[src/rtl/shape_sequencer.sv]
// Shape select sequencer: manual step / timed auto-cycle over the shape set,
// with a blanking gap on every shape change.
module shape_sequencer #(
  parameter int NUM_SHAPES   = 4,
  parameter int DWELL_CYCLES = 50_000_000,
  parameter int BLANK_CYCLES = 1000,
  parameter int CNT_W        = 26
) (
  input  logic       sysclk,
  input  logic       reset,
  input  logic       Next_deb,
  input  logic       Pre_deb,
  input  logic       Auto_deb,
  output logic [3:0] Enable_SW,
  output logic [1:0] Shape_Idx,
  output logic       Auto_On,
  output logic       Blanking,
  output logic       Change_Stb
);

  localparam logic [1:0] LAST = 2'(NUM_SHAPES - 1);
  localparam logic [CNT_W-1:0] DWELL_TC =
    CNT_W'(DWELL_CYCLES - 1);
  localparam logic [CNT_W-1:0] BLANK_TC =
    CNT_W'(BLANK_CYCLES - 1);

  typedef enum logic [1:0] {
    S_MANUAL,
    S_AUTO,
    S_BLANK
  } state_t;

  state_t           state_q, state_d;
  logic [CNT_W-1:0] cnt_q, cnt_d;
  logic [1:0]       idx_d;
  logic             auto_d;
  logic             stb_d;

  logic [2:0] deb, prev_q, edg_q;
  logic       ev_next, ev_pre, ev_auto;

  assign deb     = {Auto_deb, Pre_deb, Next_deb};
  assign ev_next = edg_q[0] & ~edg_q[1];
  assign ev_pre  = edg_q[1] & ~edg_q[0];
  assign ev_auto = edg_q[2];

  function automatic logic [1:0] idx_inc(
    input logic [1:0] i
  );
    return (i == LAST) ? 2'd0 : i + 2'd1;
  endfunction

  function automatic logic [1:0] idx_dec(
    input logic [1:0] i
  );
    return (i == 2'd0) ? LAST : i - 2'd1;
  endfunction

  // Edges are registered, so they act one cycle after sampling.
  always_ff @(posedge sysclk or negedge reset) begin
    if (!reset) begin
      prev_q <= '0;
      edg_q  <= '0;
    end else begin
      prev_q <= deb;
      edg_q  <= deb & ~prev_q;
    end
  end

  always_ff @(posedge sysclk or negedge reset) begin
    if (!reset) begin
      state_q    <= S_MANUAL;
      cnt_q      <= '0;
      Shape_Idx  <= 2'd0;
      Auto_On    <= 1'b0;
      Change_Stb <= 1'b0;
    end else begin
      state_q    <= state_d;
      cnt_q      <= cnt_d;
      Shape_Idx  <= idx_d;
      Auto_On    <= auto_d;
      Change_Stb <= stb_d;
    end
  end

  always_comb begin
    state_d = state_q;
    cnt_d   = cnt_q;
    idx_d   = Shape_Idx;
    auto_d  = Auto_On;
    stb_d   = 1'b0;
    unique case (state_q)
      S_MANUAL, S_AUTO: begin
        if (ev_auto) begin
          auto_d  = ~Auto_On;
          state_d = Auto_On ? S_MANUAL : S_AUTO;
          cnt_d   = '0;
        end else if (ev_next) begin
          idx_d   = idx_inc(Shape_Idx);
          state_d = S_BLANK;
          cnt_d   = '0;
        end else if (ev_pre) begin
          idx_d   = idx_dec(Shape_Idx);
          state_d = S_BLANK;
          cnt_d   = '0;
        end else if (state_q == S_AUTO) begin
          if (cnt_q == DWELL_TC) begin
            idx_d   = idx_inc(Shape_Idx);
            state_d = S_BLANK;
            cnt_d   = '0;
          end else begin
            cnt_d = cnt_q + CNT_W'(1);
          end
        end else begin
          cnt_d = '0;
        end
      end
      S_BLANK: begin
        if (ev_auto) auto_d = ~Auto_On;
        if (cnt_q == BLANK_TC) begin
          cnt_d   = '0;
          stb_d   = 1'b1;
          state_d = auto_d ? S_AUTO : S_MANUAL;
        end else begin
          cnt_d = cnt_q + CNT_W'(1);
        end
      end
      default: begin
        state_d = S_MANUAL;
        cnt_d   = '0;
      end
    endcase
  end

  always_comb begin
    Blanking  = (state_q == S_BLANK);
    Enable_SW = 4'b0000;
    if (state_q != S_BLANK) Enable_SW = 4'b0001 << Shape_Idx;
  end

endmodule
[config.mk]
export PLATFORM = sky130hd
export DESIGN_NAME = shape_sequencer
export DESIGN_NICKNAME = d
export VERILOG_FILES = /design/src/rtl/shape_sequencer.sv
export SDC_FILE = /design/constraint.sdc
export NUM_CORES = 1
export LEC_CHECK = 0
export CAP_MARGIN = 30
export CELL_PAD_IN_SITES_DETAIL_PLACEMENT = 0
export CELL_PAD_IN_SITES_GLOBAL_PLACEMENT = 2
export CORE_UTILIZATION = 27
export CTS_CLUSTER_SIZE = 12
export DETAILED_ROUTE_END_ITERATION = 10
export DONT_BUFFER_PORTS = 1
export GPL_TIMING_DRIVEN = 0
export PLACE_DENSITY = 0.58
export SLEW_MARGIN = 20
export SYNTH_ARGS = -nofsm -noshare
export SYNTH_HDL_FRONTEND = slang
export SYNTH_SLANG_ARGS = --single-unit
[constraint.sdc]
create_clock -name sysclk -period 3.04 [get_ports sysclk]
set_clock_uncertainty 0.1 [all_clocks]
set_input_delay 0.608 -clock sysclk [delete_from_list [all_inputs] [get_ports sysclk]]
set_output_delay 0.608 -clock sysclk [all_outputs]
set_load 0.02 [all_outputs]
==> results of run 1 <==
[sequential cells by signal, indices dropped and copies added (netlist names)]
register	count
Auto_On	1
Change_Stb	1
Shape_Idx	2
prev_q	3
cnt_q	26
state_q	2
edg_q	3
[cells in the mapped netlist, drive strengths merged (6+ instances only)]
library cell  number  share of area [%]
nor4               8                2.5
nand4             10                3.1
nor2b              6                1.9
xnor2              9                4.0
nand3             14                3.5
nand2              9                1.7
inv                8                1.5
dfrtp             38                 48
nor2              37                7.0
xor2              16                7.0
ha                 8                5.0
[cell families (layout without fill, tap and decap cells)]
group,Yosys count,in the layout,share of synthesized area [%]
simple gates,107,107,28.2
buf+inv,14,24,3.58
compound gates,11,11,3.58
flops,38,38,47.7
xor+xnor,25,25,11.0
mux,2,2,1.00
fa+ha+maj,8,8,5.02
[layer usage]
metal / vias up / track usage [%]
li1: 722 / -
met1: 733 / 19.0
met2: 18 / 21.5
met3: 6 / 2.92
met4: 0 / 4.77
met5: - / 0
[final cells by class]
type                            instances  area [µm²]
Tap cell                               96         120
Multi-Input combinational cell        153         972
Inverter                                8        30.0
Clock buffer                            5        68.8
Timing Repair Buffer                    2        25.0
Clock inverter                          3        45.0
Buffer                                  6        41.3
Fill cell                             769        4730
Sequential cell                        38         951
[how the worst max path moves through the flow]
| stage | to | slack [ns] | cells past startpoint |
|---|---|---|---|
| floorplan | cnt_q[8] | 0.79 | 7 |
| global placement | Shape_Idx[1] | 0.50 | 6 |
| detailed placement | Shape_Idx[0] | 0.50 | 6 |
| CTS | Shape_Idx[0] | 0.46 | 6 |
| global route | Shape_Idx[0] | 0.24 | 6 |
| finish | Shape_Idx[0] | 0.53 | 6 |
[stage by stage]
step / hold WS (ns) / area (µm²)
after floorplan: 0.212 / 1990
after global placement: 0.214 / 2110
after detailed placement: 0.214 / 2110
after CTS: 0.0506 / 2250
after global routing: 0.0505 / 2250
final: 0.0486 / 2250
[what timing repair did]
action / in CTS / in global routing
setup endpoints to repair: 0 / 0
hold endpoints to repair: 38 / 0
hold buffers: 1 / 0
[critical path, stage by stage (launching register included)]
cell      delay (ns)
dfrtp_1         0.40
ha_1            0.23
nand3_1         0.24
nor2_1          0.51
nand4_1         0.22
a211oi_1        0.51
mux2i_1         0.23
[report_power, final]
group | leakage (nW) | internal [W] | switching, W
sequential | 0.503 | 0.000568 | 0.0000973
combinational | 0.419 | 0.000130 | 0.000199
clock | 0.0504 | 0.000244 | 0.000193
total | 0.972 | 0.000943 | 0.000490
==> results.toml, run 1 <==
[outcome]
status = "finished clean"

[sta]
final_max_slew_viol_count = 0
fin_setup_tns_ns = 0
period_minus_slack_ns = 2.51
maxSlewHeadroom_pct = 51.1
worst_pin_slew_ns = 0.726
fmax_mhz = 398
setup_viol = 0
setup_slack_ns = 0.530
post-route-period-util_pct = 82.6
rsz0062_at_grt = "false"
hold_viol = 0

[global_route]
grt.total_usage_pct = 13.8
grt_first_pass_wirelength_um = 7910
first_global_vias = 1514
grt_max_degree = 39
grt_overflow = 0
antenna_found_initial = 0

[worst_hold_path]
hold_class = "in2async"

[routing]
via_count = 1479
maxUsedRoutingLayer = "met4"
drc_errors = 0
met1Wirelength_um = 2370
wl_met3_um = 135
wl_per_cell_um = 15.0
ant_nets = 0
finalWirelength_um = 4680
wl_met2_um = 2110
viasPerCell = 4.76
first_iter_violations = 57
drt_first_pass_iters = 4

[floorplanning]
design.die.area_mm2 = 0.00773
core_area_mm2 = 0.00698
ios = 14
die_h_um = 87.9
die_w_um = 87.9
std_cell_rows = 30
start_util_pct = 28.6

[critical_path]
worstPathArrival_ns = 2.63
cp-end-kind = "register"
path_class = "reg2reg"
path_max_fanout = 6
cp.required_ns = 3.16
r2r-end = "Shape_Idx[0]"
ff2ff_path_depth = 6
r2r_slack_ns = 0.53
worstReg2RegStart = "cnt_q[0]"
crit_start = "cnt_q[0]"
worstSetupStartpointType = "register"

[run]
maxCapViolCount = 0

[synthesis]
yosys_warnings = 0
synth_nets = 218
syn_area_mm2 = 0.00199
synth_cell_type_count = 36
yosysSeqAreaShare_pct = 47.7
async_flop_share_pct = 100
synth_edf_count = 0
synth_area_per_cell_um2 = 9.73
synth_flop_cell = "dfrtp_1"
synth-seq-cells = 38
synth_cells = 205

[layout]
area_delta_synth_final_pct = 13.0
num_antenna_cells = 0
fin_nets = 227
layout_commonest_cell = "dfrtp_1"
final_cell_mix = "dfrtp_1, nor2_1, xor2_1"
final_cells = 311
drive_above_1_share_pct = 7.44
post-route-util_pct = 32.3

[placement]
dpl.hpwl_um = 3310
place_inst = 301
gp_congestion = 0.785
port_buffers = 0
post-place-ws_ns = 0.504

[power]
power_w = 0.00143
p_leak_nw = 0.972
peakVddDrop_mv = 0.220
pwr_density_cell_mw_per_mm2 = 636

[clock_tree]
clk_pin_slew_ns = 0.08
clockRootBuffer = "clkbuf_8"
insertion_delay_ns = 0.29
htree_levels = 2
cts_buffer_depth = 2
cts_setup_buffers = 0
cts_resized = 0
clkSinkCount = 38
cts_tree = "built"
cts_made_buffers = 5
No activity file was read; power rests on OpenSTA's default activity.
==> run 2: changes to the inputs <==
PLACE_DENSITY = 0.6   (was 0.58)
clock period = 2.3 ns   (was 3.04 ns; I/O delays follow)
==> results.toml, run 2 (synthesis results as in run 1) <==
[outcome]
status = "finished, violations left"
violations = "negative setup slack"

[layout]
drive_above_1_share_pct = 20.6
area_delta_synth_final_pct = 24.1
num_antenna_cells = 0
fill_cells = 752
largestRegisters = "cnt_q (26), edg_q (3), prev_q (3)"
multi_input_area_mm2 = 0.00108
largest-register = "cnt_q"
fin_nets = 235
largest_reg_flops = 26
final_cells = 319
layout_commonest_cell = "dfrtp_1"
final-seq-area_um2 = 952
final_cell_mix = "dfrtp_1, nor2_1, xor2_1"

[floorplanning]
die_w_um = 87.9
die_h_um = 87.9
ios = 14
core_area_mm2 = 0.00698
start_util_pct = 28.6
std_cell_rows = 30
design.die.area_mm2 = 0.00773

[sta]
fmax_mhz = 426
period_minus_slack_ns = 2.35
post-route-period-util_pct = 102
final_max_slew_viol_count = 0
fin_hold_ws_ns = 0.0826
maxSlewHeadroom_pct = 51.4
rsz0062_at_grt = "true"
setup_viol = 23
setup_slack_ns = -0.0485
hold_viol = 0
worst_pin_slew_ns = 0.727

[routing]
first_iter_violations = 79
via_count = 1469
drt_first_pass_iters = 5
viasPerCell = 4.61
finalWirelength_um = 4870
ant_nets = 0
wl_per_cell_um = 15.3
drc_errors = 0

[global_route]
antenna_found_initial = 0
grt_max_degree = 39
grt_first_pass_wirelength_um = 7790
grt_overflow = 0
grt.total_usage_pct = 13.5
first_global_vias = 1483

[placement]
port_buffers = 0
gp_congestion = 0.776
place_inst = 301
dpl.hpwl_um = 3170

[clock_tree]
insertion_delay_ns = 0.30
cts_made_buffers = 5
htree_levels = 2
clockRootBuffer = "clkbuf_8"
clk_pin_slew_ns = 0.09
cts_tree = "built"
clkSinkCount = 38
cts_buffer_depth = 2

[run]
maxCapViolCount = 0

[critical_path]
cp-end-kind = "register"
ff2ff_path_depth = 7
cp.required_ns = 2.39
path_max_fanout = 7
worstSetupStartpointType = "register"
worstPathArrival_ns = 2.44
path_class = "reg2reg"

[power]
p_leak_nw = 1.03
peakVddDrop_mv = 0.324
pwr_density_cell_mw_per_mm2 = 841

[worst_hold_path]
min_path_cells = 0
hold_class = "in2reg"
-- run 2: path summary, 6_finish.rpt --
kind                           start         to  slack (ns)
setup reg to reg           cnt_q[16]  cnt_q[20]       -0.05
hold reg to reg            prev_q[1]   edg_q[1]        0.30
min in group asynchronous      reset  cnt_q[10]        0.51
setup / recovery           cnt_q[16]  cnt_q[20]       -0.05
max in group asynchronous      reset  cnt_q[16]        1.36
hold / removal               Pre_deb  prev_q[1]        0.08
-- run 2: where the power goes --
group	leakage, nW	internal (W)	switching (W)
combinational	0.477	0.000284	0.000327
clock	0.0504	0.000323	0.000267
sequential	0.501	0.000751	0.000129
-- run 2: layout make-up --
cell class                      instances  share of cell area, %
Multi-Input combinational cell        153                   43.5
Tap cell                               96                   4.85
Sequential cell                        38                   38.5
Clock inverter                          3                   1.82
Inverter                                8                   1.21
Clock buffer                            5                   2.78
Buffer                                  6                   2.28
Timing Repair Buffer                   10                   5.06
-- run 2: routing by layer --
layer	vias up	wire length (µm)	global-route usage (%)	part of all wire (%)
met4	0	72	5.07	1.5
li1	741	-	-	-
met2	18	2110	20.3	43
met5	-	0	0	0
met1	703	2580	19.2	53
met3	7	111	2.83	2.3
-- run 2: worst max-delay path, stage by stage, from the launching register on --
cell and delay (ns):
dfrtp_2 0.42, or4_4 0.55, or4_4 0.51, o21ai_4 0.14, nor2b_4 0.17, buf_8 0.15, clkbuf_16 0.16, nor2_1 0.04
-- run 2: timing repair --
action	4_1_cts	5_1_grt
hold buffers	2	0
resized for setup	10	22
cloned	0	2
pin swaps	2	3
setup buffers	5	1
endpoints found under the hold margin	38	0
endpoints found under the setup margin	27	27
-- run 2: metrics by stage --
step | utilization [%] | cell area (µm²) | total power (W) | worst slack [ns] | TNS [ns]
after global routing | 35.4 | 2470 | 0.00221 | -0.103 | -2.21
after global placement | 30.3 | 2110 | 0.00132 | -0.293 | -4.99
after CTS | 33.5 | 2340 | 0.00197 | -0.0856 | -1.71
after floorplan | - | 1990 | 0.00120 | 0.0526 | 0
after detailed placement | 30.3 | 2110 | 0.00132 | -0.260 | -4.61
final | 35.4 | 2470 | 0.00208 | -0.0485 | -0.734
